[config.mk]
export PLATFORM = sky130hd
export DESIGN_NAME = radar_pulse_sequencer
export DESIGN_NICKNAME = d
export VERILOG_FILES = /design/src/rtl/radar_pulse_sequencer_pkg.sv /design/src/rtl/radar_pulse_sequencer.sv
export SDC_FILE = /design/constraint.sdc
export NUM_CORES = 1
export LEC_CHECK = 0
export CELL_PAD_IN_SITES_DETAIL_PLACEMENT = 1
export CELL_PAD_IN_SITES_GLOBAL_PLACEMENT = 2
export CORE_MARGIN = 8
export CORE_UTILIZATION = 31
export CTS_BUF_LIST = sky130_fd_sc_hd__clkbuf_2 sky130_fd_sc_hd__clkbuf_4 sky130_fd_sc_hd__clkbuf_8
export CTS_CLUSTER_SIZE = 8
export DETAILED_ROUTE_END_ITERATION = 8
export PLACE_DENSITY_LB_ADDON = 0.1
export SLEW_MARGIN = 20
export SYNTH_ARGS = -nofsm -noshare
export SYNTH_HDL_FRONTEND = slang
export SYNTH_SLANG_ARGS = --single-unit
[constraint.sdc]
create_clock -name rxclk -period 2.7 [get_ports rxclk]
set_input_delay 0.54 -clock rxclk [delete_from_list [all_inputs] [get_ports rxclk]]
set_output_delay 0.54 -clock rxclk [all_outputs]
set_load 0.05 [all_outputs]
[src/rtl/radar_pulse_sequencer_pkg.sv]
// Shared constants, state encoding and header word layout for the radar pulse sequencer.
package radar_pulse_sequencer_pkg;

    localparam int          DEF_HDR_WORDS = 4;
    localparam int          DEF_DLY_W     = 16;
    localparam int          DEF_NS_W      = 16;
    localparam logic [15:0] HDR_MAGIC     = 16'hA5A5;

    typedef enum logic [2:0] {
        ST_IDLE,
        ST_ARMED,
        ST_DELAY,
        ST_HEADER,
        ST_SAMPLES
    } seq_state_t;

    // Header layout: magic, pulse number (lo, hi), samples that follow.
    function automatic logic [15:0] hdr_word(input logic [1:0]  idx,
                                             input logic [31:0] cnt,
                                             input logic [15:0] ns);
        case (idx)
            2'd0:    hdr_word = HDR_MAGIC;
            2'd1:    hdr_word = cnt[15:0];
            2'd2:    hdr_word = cnt[31:16];
            default: hdr_word = ns;
        endcase
    endfunction

endpackage

[src/rtl/radar_pulse_sequencer.sv]
// Per-pulse controller feeding the RX FIFO: trigger -> delay -> 4-word header -> N samples.
module radar_pulse_sequencer
    import radar_pulse_sequencer_pkg::*;
#(
    parameter int HDR_WORDS = DEF_HDR_WORDS,
    parameter int DLY_W     = DEF_DLY_W,
    parameter int NS_W      = DEF_NS_W
) (
    input  logic             rxclk,
    input  logic             reset_n,
    input  logic             enable,
    input  logic             trig,
    input  logic [DLY_W-1:0] trig_delay,
    input  logic [NS_W-1:0]  n_samples,
    input  logic [7:0]       pulse_skip,
    input  logic [15:0]      sample_in,
    input  logic             sample_strobe,
    input  logic             ff_full,
    input  logic             clear_status,
    output logic             ff_init,
    output logic [31:0]      ff_num_data,
    output logic [15:0]      ff_data,
    output logic             ff_strobe,
    output logic             busy,
    output logic             missed_trig,
    output logic [31:0]      trig_count
);

    seq_state_t       state, state_nxt;
    logic             trig_d;
    logic [7:0]       skip_cnt;
    logic [DLY_W-1:0] dly;
    logic [1:0]       hdr_idx;
    logic [NS_W-1:0]  ns_lat;
    logic [NS_W-1:0]  remaining;

    logic             trig_edge, accept, skip_one;
    logic             hdr_emit, hdr_last, smp_emit, smp_last;
    logic             ff_init_nxt, ff_strobe_nxt;
    logic [15:0]      ff_data_nxt;

    assign trig_edge = trig & ~trig_d;
    assign busy      = (state == ST_DELAY) || (state == ST_HEADER) || (state == ST_SAMPLES);
    assign accept    = enable && (state == ST_ARMED) && trig_edge && (skip_cnt == 8'd0);
    assign skip_one  = enable && (state == ST_ARMED) && trig_edge && (skip_cnt != 8'd0);

    // Word 0 is issued on the last delay cycle so it is on the bus in the first HEADER cycle.
    assign hdr_emit  = enable && !ff_full &&
                       (((state == ST_DELAY) && (dly == '0)) || (state == ST_HEADER));
    assign hdr_last  = hdr_emit && (hdr_idx == 2'd3);
    assign smp_emit  = enable && (state == ST_SAMPLES) && sample_strobe && !ff_full;
    assign smp_last  = smp_emit && (remaining == NS_W'(1));

    always_ff @(posedge rxclk) begin
        if (!reset_n)
            state <= ST_IDLE;
        else
            state <= state_nxt;
    end

    always_comb begin
        state_nxt = state;
        if (!enable) begin
            state_nxt = ST_IDLE;
        end else begin
            case (state)
                ST_IDLE:    state_nxt = ST_ARMED;
                ST_ARMED:   if (accept) state_nxt = ST_DELAY;
                ST_DELAY:   if (dly == '0) state_nxt = ST_HEADER;
                ST_HEADER:  if (hdr_last) state_nxt = (ns_lat == '0) ? ST_ARMED : ST_SAMPLES;
                ST_SAMPLES: if (smp_last) state_nxt = ST_ARMED;
                default:    state_nxt = ST_IDLE;
            endcase
        end
    end

    always_comb begin
        ff_init_nxt   = accept;
        ff_strobe_nxt = hdr_emit | smp_emit;
        ff_data_nxt   = ff_data;
        if (smp_emit)
            ff_data_nxt = sample_in;
        else if (hdr_emit)
            ff_data_nxt = hdr_word(hdr_idx, trig_count, ns_lat[15:0]);
    end

    always_ff @(posedge rxclk) begin
        if (!reset_n) begin
            ff_init   <= 1'b0;
            ff_strobe <= 1'b0;
            ff_data   <= '0;
        end else begin
            ff_init   <= ff_init_nxt;
            ff_strobe <= ff_strobe_nxt;
            ff_data   <= ff_data_nxt;
        end
    end

    // Pulse configuration is captured only on accept; later changes wait for the next pulse.
    always_ff @(posedge rxclk) begin
        if (!reset_n) begin
            trig_d      <= 1'b0;
            skip_cnt    <= '0;
            dly         <= '0;
            hdr_idx     <= '0;
            ns_lat      <= '0;
            remaining   <= '0;
            ff_num_data <= '0;
            trig_count  <= '0;
            missed_trig <= 1'b0;
        end else begin
            trig_d <= trig;

            if (accept) begin
                skip_cnt    <= pulse_skip;
                dly         <= trig_delay;
                ns_lat      <= n_samples;
                hdr_idx     <= '0;
                ff_num_data <= 32'(HDR_WORDS) + 32'(n_samples);
                trig_count  <= trig_count + 32'd1;
            end else if (skip_one) begin
                skip_cnt <= skip_cnt - 8'd1;
            end

            if ((state == ST_DELAY) && (dly != '0))
                dly <= dly - DLY_W'(1);

            if (hdr_emit)
                hdr_idx <= hdr_idx + 2'd1;

            if (hdr_last)
                remaining <= ns_lat;
            else if (smp_emit)
                remaining <= remaining - NS_W'(1);

            if (trig_edge && busy)
                missed_trig <= 1'b1;
            else if (clear_status)
                missed_trig <= 1'b0;
        end
    end

endmodule
# == Yosys cells after proc, flatten, opt, wreduce, memory -nomap -nowiden ==
# Cells that the tools add are included.
# W data, S select, Z words.
# totals
mem_count,0
regBits,145
ramBits,0
latchBits,0
rom_bits,0
inputBits,63
# classes
n_mul,0
n_div,0
n_addsub,6
shifts,0
eq_ne,12
bitwise_logic,3
mux,19
n_lt_le_gt_ge,0
n_reduce_logical,33
# op_table
operator,n
$mux W16,6
$pmux W16 S3,1
$add A32 B1 Y32 const B,1
$logic_not A16 Y1,2
$sub A16 B1 Y16 const B,2
$add A3 B16 Y17 const A,1
$eq A16 B1 Y1 const B,1
$mux W8,2
$reduce_bool A16 Y1,1
$mux W3,5
$pmux W3 S5,1
$logic_and A1 B1 Y1,14
$reduce_bool A2 Y1,6
$logic_not A8 Y1,1
$reduce_bool A8 Y1,1
$sub A8 B1 Y8 const B,1
$eq A3 B2 Y1 const B,2
$ne A2 B2 Y1 const B,3
$eq A2 B2 Y1 const B,2
$mux W2,2
$reduce_and A4 Y1,1
$eq A3 B1 Y1 const B,1
$eq A3 B3 Y1 const B,1
$logic_not A3 Y1,1
other kinds (11),14

# == Longest topological paths before layout ==
# depth
depth_word,7
depth_mapped,9
depth_no_buf,7

# == Worst setup path before layout ==
# No wires, ideal clock.
# synth_timing
path_kind,flip-flop to flip-flop
start,register trig_count[3]
end,register trig_count[24]
stages_incl_launch_ff,7
slack_ps,225
n_path_buf,1
arrival_ps,2340
setup_time_ps,135
required_ps,2565
synth_period_minus_slack_ps,2475
cell_sequence,dfxtp_1 -> and4_1 -> nand4_1 -> or3_1 -> clkbuf_1 -> o311ai_0 -> o41ai_1
# synth_via
elab_chain_len,1
# synth_rtl
element,line_no,rtl
start: declaration,radar_pulse_sequencer.sv:26,output logic [31:0] trig_count
start signal: assignment,radar_pulse_sequencer.sv:120,trig_count <= trig_count + 32'd1;
$add A32 B1 Y32,radar_pulse_sequencer.sv:120,
# Every way passes these cells.
# A chain may end at the register's enable or synchronous reset.

# == Worst setup path in the final report ==
# layout_timing
start,register state[2]
end,output port busy
# layout_via
elab_chain_len,3
# layout_rtl
element,line_no,rtl
start: declaration,radar_pulse_sequencer.sv:29,"seq_state_t state, state_nxt;"
start signal: assignment,radar_pulse_sequencer.sv:58,state <= state_nxt;
$eq A3 B2 Y1,radar_pulse_sequencer.sv:43,assign busy = (state == ST_DELAY) || (state == ST_HEADER) || (state == ST_SAMPLES);
$logic_or A1 B1 Y1,radar_pulse_sequencer.sv:43,
$logic_or A1 B1 Y1 *,radar_pulse_sequencer.sv:43,
end: declaration,radar_pulse_sequencer.sv:24,"output logic busy,"
# Mark *: on every way between the ends. The rest lies on a longest branch, timed or not.

==> results.sh <==
export IMPL_clock_skew_ns=0.0167
export IMPL_cts_root_buf="clkbuf_8"
export IMPL_die_area_um2=27400
export IMPL_ir_worst_vdd_v=0.000248
export IMPL_slowest_delay_ns=0.56
export IMPL_start_util=0.317
export IMPL_grt_overflow=0
export IMPL_setup_viol=0
export IMPL_port_buffers=131
export IMPL_ys_seq_area_frac=0.369
export IMPL_cellLeakagePower_nw=3.12
export IMPL_cts_sink_count=128
export IMPL_grt_pass1_vias=7549
export IMPL_drc=0
export IMPL_cts_buffers_inserted=17
export IMPL_drt_wl_total_um=26800
export IMPL_rsz0062_at_grt="no"
export IMPL_worst_slack_ns=0.225
export IMPL_min_period_ns=2.48
export IMPL_dr_pass1_iters=4
export IMPL_critical_path_arrival_ns=1.94
export IMPL_worstPathMaxFanout=10
export IMPL_ys_ff_latch=128
export IMPL_tightest_slew_ns=0.700
export IMPL_ys_async_sr_fraction=0
export IMPL_fp_row_count=54
export IMPL_grt_usage=0.199
export IMPL_worstSetupStartpointType="flop"
export IMPL_grt_max_degree=66
export IMPL_syn_area_um2=6940
export IMPL_clock_fmax_ghz=0.404
export IMPL_min_path_type="flop to flop"
export IMPL_fin_crit_sh=0.917
export IMPL_cts_hold_buf=0
export IMPL_syn_inst=843
export IMPL_via_per_inst=5.61
export IMPL_dpl_hpwl_um=19900
export IMPL_syn_to_final_growth_pct=31.4
export IMPL_intPower_w=0.00305
export IMPL_place_ws_ns=-0.0566
export IMPL_io_pins=147
export IMPL_drv_slew=0
export IMPL_drt_iter0_drc=350
export IMPL_place_area_um2=8690
export IMPL_cp_slowest_cell="dfxtp_1"
export IMPL_cts_buffer_depth=2
export IMPL_slew_headroom=0.534
export IMPL_pwr_share_clk=0.420
export IMPL_drive_gt1_frac=0.110
export IMPL_final_nets=1059
export IMPL_fin_area_um2=9110
export IMPL_swShare=0.287
export IMPL_grt_first_pass_wirelength_um=42700
export IMPL_worstPathRequired_ns=2.16
export IMPL_finalPower_w=0.00428
export IMPL_core_um2=21900
export IMPL_cp_end_kind="output pin"
export IMPL_wl_per_cell_um=21.0
export IMPL_clock_latency_ns=0.45
export IMPL_ys_warn_count=0
export IMPL_crit_chain="nor3b_2 -> or2_2 -> buf_4"
export IMPL_antenna_found_initial=0
export IMPL_yosys_cell_types_count=80
export IMPL_die_h_um=166
export IMPL_syn_avg_cell_area_um2=8.23
export IMPL_synth_ff_type="dfxtp_1"
export IMPL_powerDensity_nw_per_um2=469
export IMPL_clk_pin_slew_ns=0.09
export IMPL_status="complete, no violations"
export IMPL_cts_resized_gates=0
export IMPL_power_frac_seq=0.453
export IMPL_synth_edf_count=0
export IMPL_antenna_cells=0
export IMPL_cts_tree="yes"
export IMPL_die_x_um=166
export IMPL_htree_levels=4
export IMPL_detail_route_antenna_nets=0
export IMPL_hold_viol_final=0
export IMPL_vias=7155
export IMPL_power_switching_w=0.00123
export IMPL_pwr_share_comb=0.127
export IMPL_crit_type="flop to output pin"
export IMPL_postCtsSetupRepairBufs=0
export IMPL_maxCapViolations=0
export IMPL_gp_congestion=0.844
==> worst max-delay path, delay by kind of cell, from the launching register on <==
| family | cells | cell delay (ns) |
|---|---|---|
| simple gates | 2 | 0.72 |
| flops | 1 | 0.56 |
| buf+inv | 1 | 0.20 |
==> layout by cell type, fill, tap and decap left out, types with 22 or more instances in the layout <==
cell             netlist  final
buf_4                 18     49
inv_1                 22     22
nand2_1               92     92
nor2_1                54     54
o21ai_0               45     45
nand3_1               30     30
a21oi_1               57     57
a31oi_1               30     30
nor4_1                22     22
dfxtp_1              128    128
clkdlybuf4s50_1        0    129
==> through the flow <==
| step | TNS [ns] | std cells | hold slack, ns | utilization |
|---|---|---|---|---|
| 2_1_floorplan | 0 | 857 | 0.452 | - |
| 5_1_grt | 0 | 1276 | 0.517 | 0.416 |
| 3_5_place_dp | -0.172 | 1244 | 0.459 | 0.397 |
| 4_1_cts | 0 | 1276 | 0.484 | 0.416 |
| 6_report | 0 | 1276 | 0.480 | 0.416 |
| 3_3_place_gp | 0 | 1244 | 0.460 | 0.397 |
==> cell type report <==
type	instances	area, um2
multi-input combinational	631	3970
timing repair buffer	182	1720
clock inverter	15	185
fill	2629	12800
clock buffer	17	234
sequential	128	2560
inverter	23	86.3
tap	280	350
==> sequential cells by signal, summed over array words and instances (netlist names), 3 cells and up <==
| signal | flops |
|---|---|
| state | 3 |
| skip_cnt | 8 |
| ff_num_data | 15 |
| remaining | 16 |
| trig_count | 32 |
| dly | 16 |
| ff_data | 16 |
| ns_lat | 16 |
==> cells by family (layout without fill, tap and decap cells) <==
family,count (synthesis),count (layout),share of synthesized area
and+or+nand+nor,311,311,0.237
AOI/OAI and AO/OA,255,255,0.254
DFF,128,128,0.369
buffers and inverters,98,237,0.0678
xor gates and xnor gates,29,29,0.0366
adders and majority gates,13,13,0.0235
muxes,8,8,0.0117
other,1,15,0.000541
==> synth_stat cells, types with 11 or more instances <==
library cell,n,area share
dfxtp_1,128,0.37
nand2_1,92,0.050
a21oi_1,57,0.041
nor2_1,54,0.029
clkbuf_1,46,0.025
o21ai_0,45,0.032
a31oi_1,30,0.027
nand3_1,30,0.022
inv_1,22,0.012
nor4_1,22,0.020
nor3_1,20,0.014
buf_4,18,0.019
nand4_1,18,0.016
xnor2_1,18,0.023
o2111ai_1,16,0.020
ha_1,13,0.023
a221oi_1,11,0.014
o311ai_0,11,0.014
xor2_1,11,0.014
==> power groups by stage <==
stage               registers (W)  clock network, W  logic (W)
floorplan                 0.00199                 0   0.000307
global placement          0.00198                 0   0.000532
detailed placement        0.00198                 0   0.000541
CTS                       0.00194           0.00185   0.000545
global route              0.00194           0.00193   0.000589
finish                    0.00194           0.00180   0.000543
==> layer usage <==
layer / wire length (um) / global-route usage / vias to the layer above
met1: 12000 / 0.251 / 3529
met5: 0 / 0 / -
met3: 1260 / 0.0451 / 25
met4: 273 / 0.0483 / 0
met2: 13300 / 0.338 / 163
li1: - / - / 3438
==> final timing paths <==
kind,start,end,slack [ns],cells after the start
setup / recovery,state[2],busy,0.22,3
hold / removal,ff_num_data[16],ff_num_data[16],0.48,2
setup reg to reg,skip_cnt[1],trig_count[27],0.25,8
hold reg to reg,ff_num_data[16],ff_num_data[16],0.48,2
No activity file was read; power rests on OpenSTA's default activity.
